$ cat src/rtl/rca_pkg.sv
// Shared definitions for the sequential slice-by-slice ripple-carry adder.
package rca_pkg;
  localparam int unsigned N_DEF = 2;
  localparam int unsigned K_DEF = 4;

  typedef enum logic [1:0] {IDLE, RUN, DONE} state_e;
endpackage

$ cat src/rtl/rca_seq_add_if.sv
// Operand/result handshake bundle for rca_seq_add.
interface rca_seq_add_if #(
  parameter int unsigned N = rca_pkg::N_DEF,
  parameter int unsigned K = rca_pkg::K_DEF
);
  localparam int unsigned W = N * K;

  logic         in_valid;
  logic         in_ready;
  logic [W-1:0] op_a;
  logic [W-1:0] op_b;
  logic         cin;
  logic         out_valid;
  logic         out_ready;
  logic [W-1:0] sum;
  logic         cout;
  logic         ovf;

  modport master (
    output in_valid, op_a, op_b, cin, out_ready,
    input  in_ready, out_valid, sum, cout, ovf
  );

  modport slave (
    input  in_valid, op_a, op_b, cin, out_ready,
    output in_ready, out_valid, sum, cout, ovf
  );
endinterface

$ cat src/rtl/rca_seq_add_rca.sv
// Combinational N-bit ripple-carry adder slice.
module rca_seq_add_rca #(
  parameter int unsigned N = rca_pkg::N_DEF
) (
  input  logic [N-1:0] A,
  input  logic [N-1:0] B,
  input  logic         Cin,
  output logic [N-1:0] SUM,
  output logic         Cout
);
  logic [N:0] c;

  always_comb begin
    c    = '0;
    SUM  = '0;
    c[0] = Cin;
    for (int unsigned i = 0; i < N; i++) begin
      SUM[i]   = A[i] ^ B[i] ^ c[i];
      c[i+1]   = (A[i] & B[i]) | (c[i] & (A[i] ^ B[i]));
    end
    Cout = c[N];
  end
endmodule

$ cat src/rtl/rca_seq_add.sv
// Multi-cycle W-bit adder: one N-bit slice per cycle through a single RCA instance.
module rca_seq_add
  import rca_pkg::*;
#(
  parameter int unsigned N = N_DEF,
  parameter int unsigned K = K_DEF
) (
  input  logic         clk,
  input  logic         rst_n,
  rca_seq_add_if.slave bus
);
  localparam int unsigned IW = $clog2(K);
  localparam logic [IW-1:0] LAST = IW'(K - 1);

  state_e                  state_q;
  logic [IW-1:0]           idx_q;
  logic [K-1:0][N-1:0]     a_q, b_q, sum_q;
  logic                    carry_q, cout_q, ovf_q;
  logic                    in_ready_q, out_valid_q;

  logic [N-1:0]            sl_sum;
  logic                    sl_cout;

  rca_seq_add_rca #(.N(N)) rca (
    .A    (a_q[idx_q]),
    .B    (b_q[idx_q]),
    .Cin  (carry_q),
    .SUM  (sl_sum),
    .Cout (sl_cout)
  );

  // Index stops at LAST instead of wrapping; the DONE transition owns the final slice.
  always_ff @(posedge clk) begin
    if (!rst_n) begin
      state_q     <= IDLE;
      idx_q       <= '0;
      a_q         <= '0;
      b_q         <= '0;
      sum_q       <= '0;
      carry_q     <= 1'b0;
      cout_q      <= 1'b0;
      ovf_q       <= 1'b0;
      in_ready_q  <= 1'b1;
      out_valid_q <= 1'b0;
    end else begin
      case (state_q)
        IDLE: begin
          if (bus.in_valid) begin
            a_q        <= bus.op_a;
            b_q        <= bus.op_b;
            carry_q    <= bus.cin;
            idx_q      <= '0;
            in_ready_q <= 1'b0;
            state_q    <= RUN;
          end
        end
        RUN: begin
          sum_q[idx_q] <= sl_sum;
          carry_q      <= sl_cout;
          if (idx_q == LAST) begin
            cout_q      <= sl_cout;
            ovf_q       <= (a_q[K-1][N-1] == b_q[K-1][N-1]) &&
                           (sl_sum[N-1] != a_q[K-1][N-1]);
            out_valid_q <= 1'b1;
            state_q     <= DONE;
          end else begin
            idx_q <= idx_q + 1'b1;
          end
        end
        DONE: begin
          if (bus.out_ready) begin
            out_valid_q <= 1'b0;
            in_ready_q  <= 1'b1;
            state_q     <= IDLE;
          end
        end
        default: state_q <= IDLE;
      endcase
    end
  end

  assign bus.in_ready  = in_ready_q;
  assign bus.out_valid = out_valid_q;
  assign bus.sum       = sum_q;
  assign bus.cout      = cout_q;
  assign bus.ovf       = ovf_q;
endmodule

$ cat src/flat_wrapper.sv
// flat-port wrapper written by rule: the top's interface ports become plain ports
module rca_seq_add_flat import rca_pkg::*;
#(
  parameter int unsigned N = N_DEF,
  parameter int unsigned K = K_DEF
)
  (clk, rst_n, bus_in_valid, bus_op_a, bus_op_b, bus_cin, bus_out_ready, bus_in_ready, bus_out_valid, bus_sum, bus_cout, bus_ovf);
  rca_seq_add_if #(.N(N), .K(K)) bus_i ();
  input  logic clk;
  input  logic rst_n;
  input wire logic [$bits(bus_i.in_valid)-1:0] bus_in_valid;
  input wire logic [$bits(bus_i.op_a)-1:0] bus_op_a;
  input wire logic [$bits(bus_i.op_b)-1:0] bus_op_b;
  input wire logic [$bits(bus_i.cin)-1:0] bus_cin;
  input wire logic [$bits(bus_i.out_ready)-1:0] bus_out_ready;
  output wire logic [$bits(bus_i.in_ready)-1:0] bus_in_ready;
  output wire logic [$bits(bus_i.out_valid)-1:0] bus_out_valid;
  output wire logic [$bits(bus_i.sum)-1:0] bus_sum;
  output wire logic [$bits(bus_i.cout)-1:0] bus_cout;
  output wire logic [$bits(bus_i.ovf)-1:0] bus_ovf;
  assign bus_i.in_valid = bus_in_valid;
  assign bus_i.op_a = bus_op_a;
  assign bus_i.op_b = bus_op_b;
  assign bus_i.cin = bus_cin;
  assign bus_i.out_ready = bus_out_ready;
  assign bus_in_ready = bus_i.in_ready;
  assign bus_out_valid = bus_i.out_valid;
  assign bus_sum = bus_i.sum;
  assign bus_cout = bus_i.cout;
  assign bus_ovf = bus_i.ovf;
  rca_seq_add #(.N(N), .K(K)) u_core (.clk(clk), .rst_n(rst_n), .bus(bus_i));
endmodule
$ cat config.mk
export PLATFORM = sky130hd
export DESIGN_NAME = rca_seq_add_flat
export DESIGN_NICKNAME = d
export VERILOG_FILES = /design/src/rtl/rca_pkg.sv /design/src/rtl/rca_seq_add_if.sv /design/src/rtl/rca_seq_add_rca.sv /design/src/rtl/rca_seq_add.sv /design/src/flat_wrapper.sv
export SDC_FILE = /design/constraint.sdc
export NUM_CORES = 1
export LEC_CHECK = 0
export CORE_MARGIN = 1
export CORE_UTILIZATION = 50
export CTS_BUF_LIST = sky130_fd_sc_hd__clkbuf_16
export DETAILED_ROUTE_END_ITERATION = 8
export PLACE_DENSITY = 0.78
export SLEW_MARGIN = 30
export SYNTH_ARGS = -nofsm -noshare
export SYNTH_HDL_FRONTEND = slang
export SYNTH_HIERARCHICAL = 1
export SYNTH_SLANG_ARGS = --single-unit
$ cat constraint.sdc
create_clock -name clk -period 3.33 [get_ports clk]
set_clock_uncertainty 0.1 [all_clocks]
set_input_delay 0.666 -clock clk [delete_from_list [all_inputs] [get_ports clk]]
set_output_delay 0.666 -clock clk [all_outputs]
set_load 0.02 [all_outputs]
# After elaboration in Yosys (flattened, before gate mapping)
# Cells that the tools add are included.
dict set report word_totals {
  regBits 33
  out_inout_bits 12
}
dict set report op_classes {
  add_sub_neg 1
  n_lt_le_gt_ge 2
  n_eq_ne 9
  n_mux 22
  n_bitwise 10
  n_reduce_logical 13
}
# op n
set ops {}
lappend ops {{two-way mux 2 bit} 8}
lappend ops {{AND reduction 3 bit} 4}
lappend ops {{binary-select mux 2 bit (select 2 bit)} 2}
lappend ops {{bitwise mux 8 bit} 1}
lappend ops {{inequality test 2 bit, second input constant} 3}
lappend ops {{case mux 1 bit (2 select lines)} 3}
lappend ops {{case mux 2 bit (3 select lines)} 1}
lappend ops {{AND reduction 2 bit} 3}
lappend ops {{nonzero test 2 bit} 3}
lappend ops {{two-way mux 1 bit} 5}
lappend ops {{bitwise AND 1 bit} 4}
lappend ops {{demux 2 bit (select 2 bit)} 1}
lappend ops {{equality test 2 bit, second input constant} 2}
lappend ops {{case mux 2 bit (2 select lines)} 1}
lappend ops {{bitwise XOR 1 bit} 4}
lappend ops {{< comparator 2 x 3 -> 1 bit, second input constant} 1}
lappend ops {{adder 2 x 1 -> 2 bit, second input constant} 1}
lappend ops {{equality test 2 x 1 -> 1 bit, second input constant} 1}
lappend ops {{greater-or-equal comparator 2 x 1 -> 1 bit, second input constant} 1}
lappend ops {{logical AND 1 bit} 2}
lappend ops {{zero test 2 bit} 1}
lappend ops {{inequality test 2 x 1 -> 1 bit, second input constant} 1}
lappend ops {{OR 1 bit} 2}
lappend ops {{equality test 1 bit} 1}
lappend ops {{inequality test 1 bit} 1}

# Logic depth before layout (Yosys ltp)
# Gate-level depths: netlist of run 1.
dict set report depth {
  word_depth 8
  ltp_mapped 9
  mapped_depth_nobuf 8
}

# Modules after synthesis
# The synthesis of run 1 kept the hierarchy.
# mod n_inst cells_per_inst area_each_um2 seq_area_each_um2
set by_module_without_submodules {}
lappend by_module_without_submodules {rca_seq_add 1 153 1491.4 660.6}
lappend by_module_without_submodules {rca_seq_add_rca 1 10 70.1 0.0}

# Worst setup path after synthesis of run 1
# Ideal clock, no wire load.
dict set report synth_timing {
  path_kind {flip-flop to flip-flop}
  startpoint {register u_core.idx_q[0]}
  endpoint {register u_core.ovf_q, in the netlist u_core/bus.ovf}
  arrival_ns 2.199
  required_ns 3.109
  slack_ns 0.910
  path_stages_with_launch 10
  path_buffers 1
  period_less_slack_ns 2.420
  path_cell_list {dfxtp_1 buf_2 mux4_2 inv_1 fa_1 fa_1 inv_1 and3b_1 nor3_1 nor3b_1}
}
dict set report synth_between {
  elab_chain_len 8
  elab_cells_between_ends 14
  classes_between {2 x eq/ne; 4 x mux; 6 x bitwise; 2 x reduce/logical}
}
# element line_no
set synth_lines {}
lappend synth_lines {{start: declaration} rca_seq_add.sv:16} ;# logic [IW-1:0] idx_q;
lappend synth_lines {{start signal: assignment} rca_seq_add.sv:67} ;# idx_q <= idx_q + 1'b1;
lappend synth_lines {{binary-select mux 2 bit (select 2 bit), on equally long branches} {rca_seq_add.sv:25, rca_seq_add.sv:26}}
lappend synth_lines {{two-way mux 2 bit, on equally long branches} {rca_seq_add.sv:25, rca_seq_add.sv:26}}
lappend synth_lines {{bitwise XOR 1 bit} rca_seq_add_rca.sv:19} ;# c[i+1] = (A[i] & B[i]) | (c[i] & (A[i] ^ B[i]));
lappend synth_lines {{bitwise AND 1 bit} rca_seq_add_rca.sv:19}
lappend synth_lines {{OR 1 bit} rca_seq_add_rca.sv:19}
lappend synth_lines {{bitwise XOR 1 bit *} rca_seq_add_rca.sv:18} ;# SUM[i] = A[i] ^ B[i] ^ c[i];
lappend synth_lines {{net u_core.sl_sum[1]} rca_seq_add.sv:21} ;# logic [N-1:0] sl_sum;
lappend synth_lines {{inequality test 1 bit *} rca_seq_add.sv:63} ;# (sl_sum[N-1] != a_q[K-1][N-1]);
lappend synth_lines {{logical AND 1 bit *} rca_seq_add.sv:62} ;# ovf_q <= (a_q[K-1][N-1] == b_q[K-1][N-1]) &&
lappend synth_lines {{end signal: assignment} rca_seq_add.sv:62}
lappend synth_lines {{end: declaration} rca_seq_add.sv:18} ;# logic carry_q, cout_q, ovf_q;
# The timed path passes the listed nets; every way through them passes the cells marked *. The select of a mux whose other input is x is not followed.
# A chain may end at the register's enable or synchronous reset.

# Final worst setup path of run 1
# Ends and elaborated chain as after synthesis.

==> results of run 1 <==
## synth_stat cells, drive strengths merged
cell type  instances  area [µm²]
mux4               4        90.1
nand4              1        6.26
nand2             34         128
and2               1        6.26
o21a               1        7.51
and3               1        11.3
inv               11        41.3
o21ai              2        10.0
o2bb2ai            1        8.76
nand3              1        5.00
a21oi              2        10.0
a21boi            19         143
nor2b             11        68.8
dfxtp             33         661
or3b               2        20.0
nor2               2        7.51
mux2i              9        90.1
and3b              1        8.76
a2bb2oi            1        8.76
nand3b             4        30.0
clkbuf             3        11.3
buf                6        41.3
fa                 2        40.0
nor3               1        5.00
ha                 4        50.1
nor3b              3        33.8
nand2b             3        18.8
## state kept, by name, summed over array words and instances (netlist names)
signal and flops:
u_core/bus.ovf 1, u_core/state_q 2, u_core/bus.in_ready 1, u_core/bus.cout 1
u_core/bus.out_valid 1, u_core/idx_q 2, u_core/b_q 8, u_core/carry_q 1
u_core/a_q 8, u_core/bus.sum 8
## final cells by class
cell class / instances / area, µm²
clock buffer: 5 / 125
fill: 221 / 827
timing repair buffer: 32 / 315
sequential: 33 / 661
tap: 31 / 38.8
inverter: 11 / 41.3
multi-input combinational: 110 / 807
clock inverter: 3 / 37.5
## kinds of logic (layout without fill, tap and decap cells)
logic type,count (synthesis),count (layout)
simple gates,65,65
flops,33,33
compound gates,26,26
buf+inv,20,51
mux,13,13
fa+ha+maj,6,6
## power by group through the flow
stage / Clock, µW / Sequential, µW / Combinational (µW)
2_1_floorplan: 0 / 435 / 80.4
3_3_place_gp: 0 / 439 / 117
3_5_place_dp: 0 / 440 / 121
4_1_cts: 506 / 432 / 124
5_1_grt: 528 / 435 / 136
6_report: 498 / 432 / 121
## worst max-delay path by stage
stage,startpoint,end,slack (ns),cells past startpoint
2_1_floorplan,u_core/idx_q[0],u_core/bus.ovf,0.91,9
3_3_place_gp,u_core/idx_q[0],u_core/bus.ovf,0.80,8
3_5_place_dp,u_core/idx_q[0],u_core/bus.ovf,0.68,8
4_1_cts,u_core/idx_q[0],u_core/bus.ovf,0.66,8
5_1_grt,u_core/idx_q[0],u_core/bus.ovf,0.45,8
6_report,u_core/idx_q[0],u_core/bus.ovf,0.67,8
## stage by stage
| stage | hold slack [ns] | cell area (µm²) | instances |
|---|---|---|---|
| CTS | 0.356 | 2030 | 225 |
| finish | 0.351 | 2030 | 225 |
| floorplan | 0.332 | 1560 | 163 |
| global route | 0.385 | 2030 | 225 |
| detailed placement | 0.349 | 1870 | 217 |
| global placement | 0.349 | 1870 | 217 |
## worst min-delay path: cells and delay by family, from the launching register on
kind	cells	cell delay [ns]
flip-flops	1	0.30
AND/OR/NAND/NOR	1	0.05
AO/OA/AOI/OAI	1	0.05
## metal layers
layer,GRT usage,vias to the layer above
met2,0.363,32
li1,-,595
met3,0.0781,5
met5,0,-
met4,0.0952,0
met1,0.234,573
==> results.sh, run 1 <==
export IMPL_crit_reg2reg_launch="u_core/idx_q[0]"
export IMPL_timing_critical_path_to_type="flip-flop"
export IMPL_rr_worst_depth=8
export IMPL_critical_path_top_delay_family="adder cells"
export IMPL_route_vias_total=1205
export IMPL_number_of_synthesis_warnings=6
export IMPL_core_rowCount=19
export IMPL_cts_repair_timing_setup_buffer_count=0
export IMPL_internal_power_uw=826
export IMPL_first_pass_iters=6
export IMPL_floorplan_core_area_um2=2850
export IMPL_via_count_of_the_first_global_routing_pass=1196
export IMPL_final_common_cell="sky130_fd_sc_hd__nand2_1"
export IMPL_timing_slew_headroom=0.578
export IMPL_power_density_nw_per_um2=519
export IMPL_dieWidth_um=57.9
export IMPL_grt_usage=0.212
export IMPL_worst_path_clk_slew_ns=0.05
export IMPL_fmaxAchievable_mhz=376
export IMPL_share_comb_of_total_power=0.115
export IMPL_grt_setup_unrepaired="false"
export IMPL_setup_tns_final_ns=0
export IMPL_synth_seq_area_share=0.423
export IMPL_synthMuxAreaShare=0.115
export IMPL_grt_antenna_before_repair=0
export IMPL_cts_tree="done"
export IMPL_drtIter0Drc=63
export IMPL_yosys_area_share_simple=0.224
export IMPL_dp_hpwl_mm=2.20
export IMPL_holdPathEnd="u_core/a_q[0]"
export IMPL_fp_dieArea_um2=3350
export IMPL_final_min_period_over_clock_period=0.798
export IMPL_ctsResizeCount=0
export IMPL_max_slew_worst_pin_slew_ns=0.632
export IMPL_grt_pass1_wl_mm=5.24
export IMPL_power_leakage_uw=0.000817
export IMPL_vias_per_cell=5.36
export IMPL_drt_drc_violations_left=2
export IMPL_kind_of_path_behind_the_tightest_hold_check="reg -> reg"
export IMPL_report_final_slew_viol_count=0
export IMPL_ys_ff_latch=33
export IMPL_worst_r2r_endpoint="u_core/bus.ovf"
export IMPL_share_clk_of_total_power=0.474
export IMPL_clock_insertion_delay_worst_skew_ns=0.27
export IMPL_critical_path_required_ns=3.39
export IMPL_design_final_nets=220
export IMPL_port_buffers=32
export IMPL_grt_overflow_total=0
export IMPL_wl_per_cell_um=13.7
export IMPL_path_cells="mux4_2 > inv_1 > fa_1 > fa_1 > inv_1 > and3b_1 > nor3_1 > nor3b_1"
export IMPL_grt_max_degree=35
export IMPL_finalHoldViolCount=0
export IMPL_wl_met1_mm=1.30
export IMPL_ff2ff_setup_slack_ns=0.67
export IMPL_setup_viol=0
export IMPL_synth_area_um2=1560
export IMPL_clockBufferDepth=2
export IMPL_average_size_of_a_mapped_cell_um2=9.58
export IMPL_post_synth_fa_ha_maj_area_fraction=0.0577
export IMPL_drt_wl_total_mm=3.09
export IMPL_cts_inserted_buffers=5
export IMPL_p_switching_uw=226
export IMPL_netSwitchingFraction=0.215
export IMPL_synth_compound_area_share=0.120
export IMPL_wl_met3_um=152
export IMPL_parity_gate_share_of_the_synthesized_area_counting_xor_and_xnor_cells=0
export IMPL_post_synth_net_total=190
export IMPL_highest_routed_metal_layer="met4"
export IMPL_finalPower_uw=1050
export IMPL_setup_ws_ns=0.674
export IMPL_drive_gt1_frac=0.0722
export IMPL_hp_start="u_core/a_q[0]"
export IMPL_result_of_the_run="finished, violations left"
export IMPL_setup_worst_path_class="reg -> reg"
export IMPL_pre_cts_ws_ns=0.683
export IMPL_dominant_combinational_cell_family_by_area_after_synthesis="simple AND/OR/NAND/NOR gates"
export IMPL_syn_inst=163
export IMPL_seqPwrFrac=0.411
export IMPL_violations="DRC"
export IMPL_critPathSlowestCell="sky130_fd_sc_hd__dfxtp_1"
export IMPL_areaGrowthSynthToFinish_pct=29.7
export IMPL_arrival_time_reported_for_the_critical_path_endpoint_ns=2.72
export IMPL_cts_htree_levels=2
export IMPL_final_util=0.710
export IMPL_io_pins=33
export IMPL_critical_path_max_stage_delay_ns=0.57
export IMPL_holdBufCountCts=0
export IMPL_gp_congestion=0.821
export IMPL_largest_driver_fanout_on_the_critical_path=9
export IMPL_clock_tree_root_cell="sky130_fd_sc_hd__clkbuf_16"
export IMPL_start_util=0.547
export IMPL_ant_nets=0
export IMPL_crit_buf_inv=2
export IMPL_layout_cells_most_common_list="sky130_fd_sc_hd__nand2_1, sky130_fd_sc_hd__dfxtp_1, sky130_fd_sc_hd__clkdlybuf4s50_1"
export IMPL_peakVddDrop_v=0.000414
export IMPL_yosys_cell_types_count=32
export IMPL_cts_num_sinks=33
export IMPL_layout_min_cycle_time_ns=2.66
export IMPL_antenna_diode_count=0
export IMPL_wl_met2_mm=1.59
export IMPL_hold_path_cell_count=2
export IMPL_launching_element_type_of_the_critical_path="flip-flop"
export IMPL_max_cap_violations=0
export IMPL_die_height_um=57.9
Power figures use the tool's default switching activity.
==> run 2: changes to the inputs <==
==> constraint.sdc (replaced) <==
create_clock -name clk -period 2.5 [get_ports clk]
set_clock_uncertainty 0.1 [all_clocks]
set_input_delay 0.5 -clock clk [delete_from_list [all_inputs] [get_ports clk]]
set_output_delay 0.5 -clock clk [all_outputs]
set_load 0.02 [all_outputs]
==> results.sh, run 2 (same netlist as run 1, synthesis figures left out) <==
export IMPL_route_vias_total=1232
export IMPL_layout_min_cycle_time_ns=2.34
export IMPL_timing_slew_headroom=0.704
export IMPL_clock_tree_root_cell="sky130_fd_sc_hd__clkbuf_16"
export IMPL_final_common_cell="sky130_fd_sc_hd__nand2_1"
export IMPL_groute_layer_met3_usage=0.0692
export IMPL_fmaxAchievable_mhz=427
export IMPL_areaGrowthSynthToFinish_pct=30.8
export IMPL_floorplan_core_area_um2=2850
export IMPL_cts_inserted_buffers=5
export IMPL_die_height_um=57.9
export IMPL_report_final_slew_viol_count=0
export IMPL_finalHoldViolCount=0
export IMPL_kind_of_path_behind_the_tightest_hold_check="reg -> reg"
export IMPL_via_count_of_the_first_global_routing_pass=1199
export IMPL_peakVddDrop_v=0.000589
export IMPL_layout_cells_most_common_list="sky130_fd_sc_hd__nand2_1, sky130_fd_sc_hd__dfxtp_1, sky130_fd_sc_hd__clkdlybuf4s50_1"
export IMPL_grt_antenna_before_repair=0
export IMPL_clockBufferDepth=2
export IMPL_antenna_diode_count=0
export IMPL_design_final_nets=226
export IMPL_critical_path_required_ns=2.59
export IMPL_holdBufCountCts=0
export IMPL_setup_ws_ns=0.161
export IMPL_dieWidth_um=57.9
export IMPL_fp_dieArea_um2=3350
export IMPL_grt_setup_unrepaired="false"
export IMPL_timing_critical_path_to_type="flip-flop"
export IMPL_port_buffers=32
export IMPL_violations="DRC"
export IMPL_gp_congestion=0.802
export IMPL_wl_per_cell_um=13.5
export IMPL_drive_gt1_frac=0.0960
export IMPL_max_cap_violations=0
export IMPL_first_pass_iters=6
export IMPL_setup_tns_final_ns=0
export IMPL_setup_viol=0
export IMPL_ant_nets=0
export IMPL_power_density_nw_per_um2=636
export IMPL_power_leakage_uw=0.000830
export IMPL_pre_cts_ws_ns=0.187
export IMPL_launching_element_type_of_the_critical_path="flip-flop"
export IMPL_grt_overflow_total=0
export IMPL_drt_wl_total_mm=3.10
export IMPL_cts_htree_levels=2
export IMPL_drtIter0Drc=49
export IMPL_grt_pass1_wl_mm=5.26
export IMPL_result_of_the_run="finished, violations left"
export IMPL_dp_hpwl_mm=2.09
export IMPL_arrival_time_reported_for_the_critical_path_endpoint_ns=2.43
export IMPL_cts_num_sinks=33
export IMPL_cts_repair_timing_setup_buffer_count=0
export IMPL_grt_max_degree=35
export IMPL_vias_per_cell=5.38
export IMPL_ctsResizeCount=0
export IMPL_grt_usage=0.213
export IMPL_worst_hold_slack_after_final_layout_ns=0.356
export IMPL_largest_driver_fanout_on_the_critical_path=3
export IMPL_critical_path_max_stage_delay_ns=0.48
export IMPL_critPathSlowestCell="sky130_fd_sc_hd__fa_1"
export IMPL_start_util=0.547
export IMPL_grtUsageMet1=0.237
export IMPL_io_pins=33
export IMPL_cts_tree="done"
export IMPL_clock_insertion_delay_worst_skew_ns=0.27
export IMPL_final_min_period_over_clock_period=0.936
export IMPL_max_slew_worst_pin_slew_ns=0.444
export IMPL_global_route_hottest_layer="met2"
export IMPL_worst_path_clk_slew_ns=0.05
export IMPL_setup_worst_path_class="reg -> reg"
export IMPL_core_rowCount=19
export IMPL_met2_usage_grt=0.371
export IMPL_drt_drc_violations_left=2
export IMPL_path_cells="mux4_2 > inv_1 > fa_1 > fa_1 > inv_1 > and3b_1 > nor3_1 > nor3b_1"
[run 2: layout make-up]
cell class | count | area [µm²]
timing repair buffer | 38 | 365
multi-input combinational | 110 | 807
tap | 31 | 38.8
clock buffer | 5 | 125
clock inverter | 1 | 5.00
sequential | 33 | 661
inverter | 11 | 41.3
fill | 235 | 810
[run 2: worst paths after layout]
check | slack (ns) | end | depth (start not counted) | from
worst max-delay path | 0.16 | u_core/bus.ovf | 8 | u_core/idx_q[0]
worst min-delay path | 0.36 | u_core/a_q[0] | 2 | u_core/a_q[0]
worst max register to register | 0.16 | u_core/bus.ovf | 8 | u_core/idx_q[0]
worst min register to register | 0.36 | u_core/a_q[0] | 2 | u_core/a_q[0]
[run 2: critical path, delay by kind of cell, from the launching register on]
kind                     cells  cell delay [ns]
flip-flops                   1             0.33
AND/OR/NAND/NOR              3             0.46
adder cells (fa/ha/maj)      2             0.91
buffers and inverters        2             0.11
multiplexers                 1             0.34
[run 2: power breakdown]
group          internal, µW  switching (µW)  total, µW
Sequential              553            19.4        572
Combinational          98.1            83.5        182
Clock                   354             191        545
Total                  1000             294       1300
[run 2: metrics by stage]
stage | util | area (µm²) | instances | total power, µW
2_1_floorplan | - | 1560 | 163 | 687
3_3_place_gp | 0.671 | 1910 | 223 | 753
3_5_place_dp | 0.671 | 1910 | 223 | 760
4_1_cts | 0.716 | 2040 | 229 | 1310
5_1_grt | 0.716 | 2040 | 229 | 1360
6_report | 0.716 | 2040 | 229 | 1300
[run 2: layer usage]
layer	wire length, µm	share of wire	up-vias
li1	-	-	614
met1	1320	0.43	574
met2	1560	0.50	38
met3	162	0.052	6
met4	48	0.016	0
met5	0	0	-
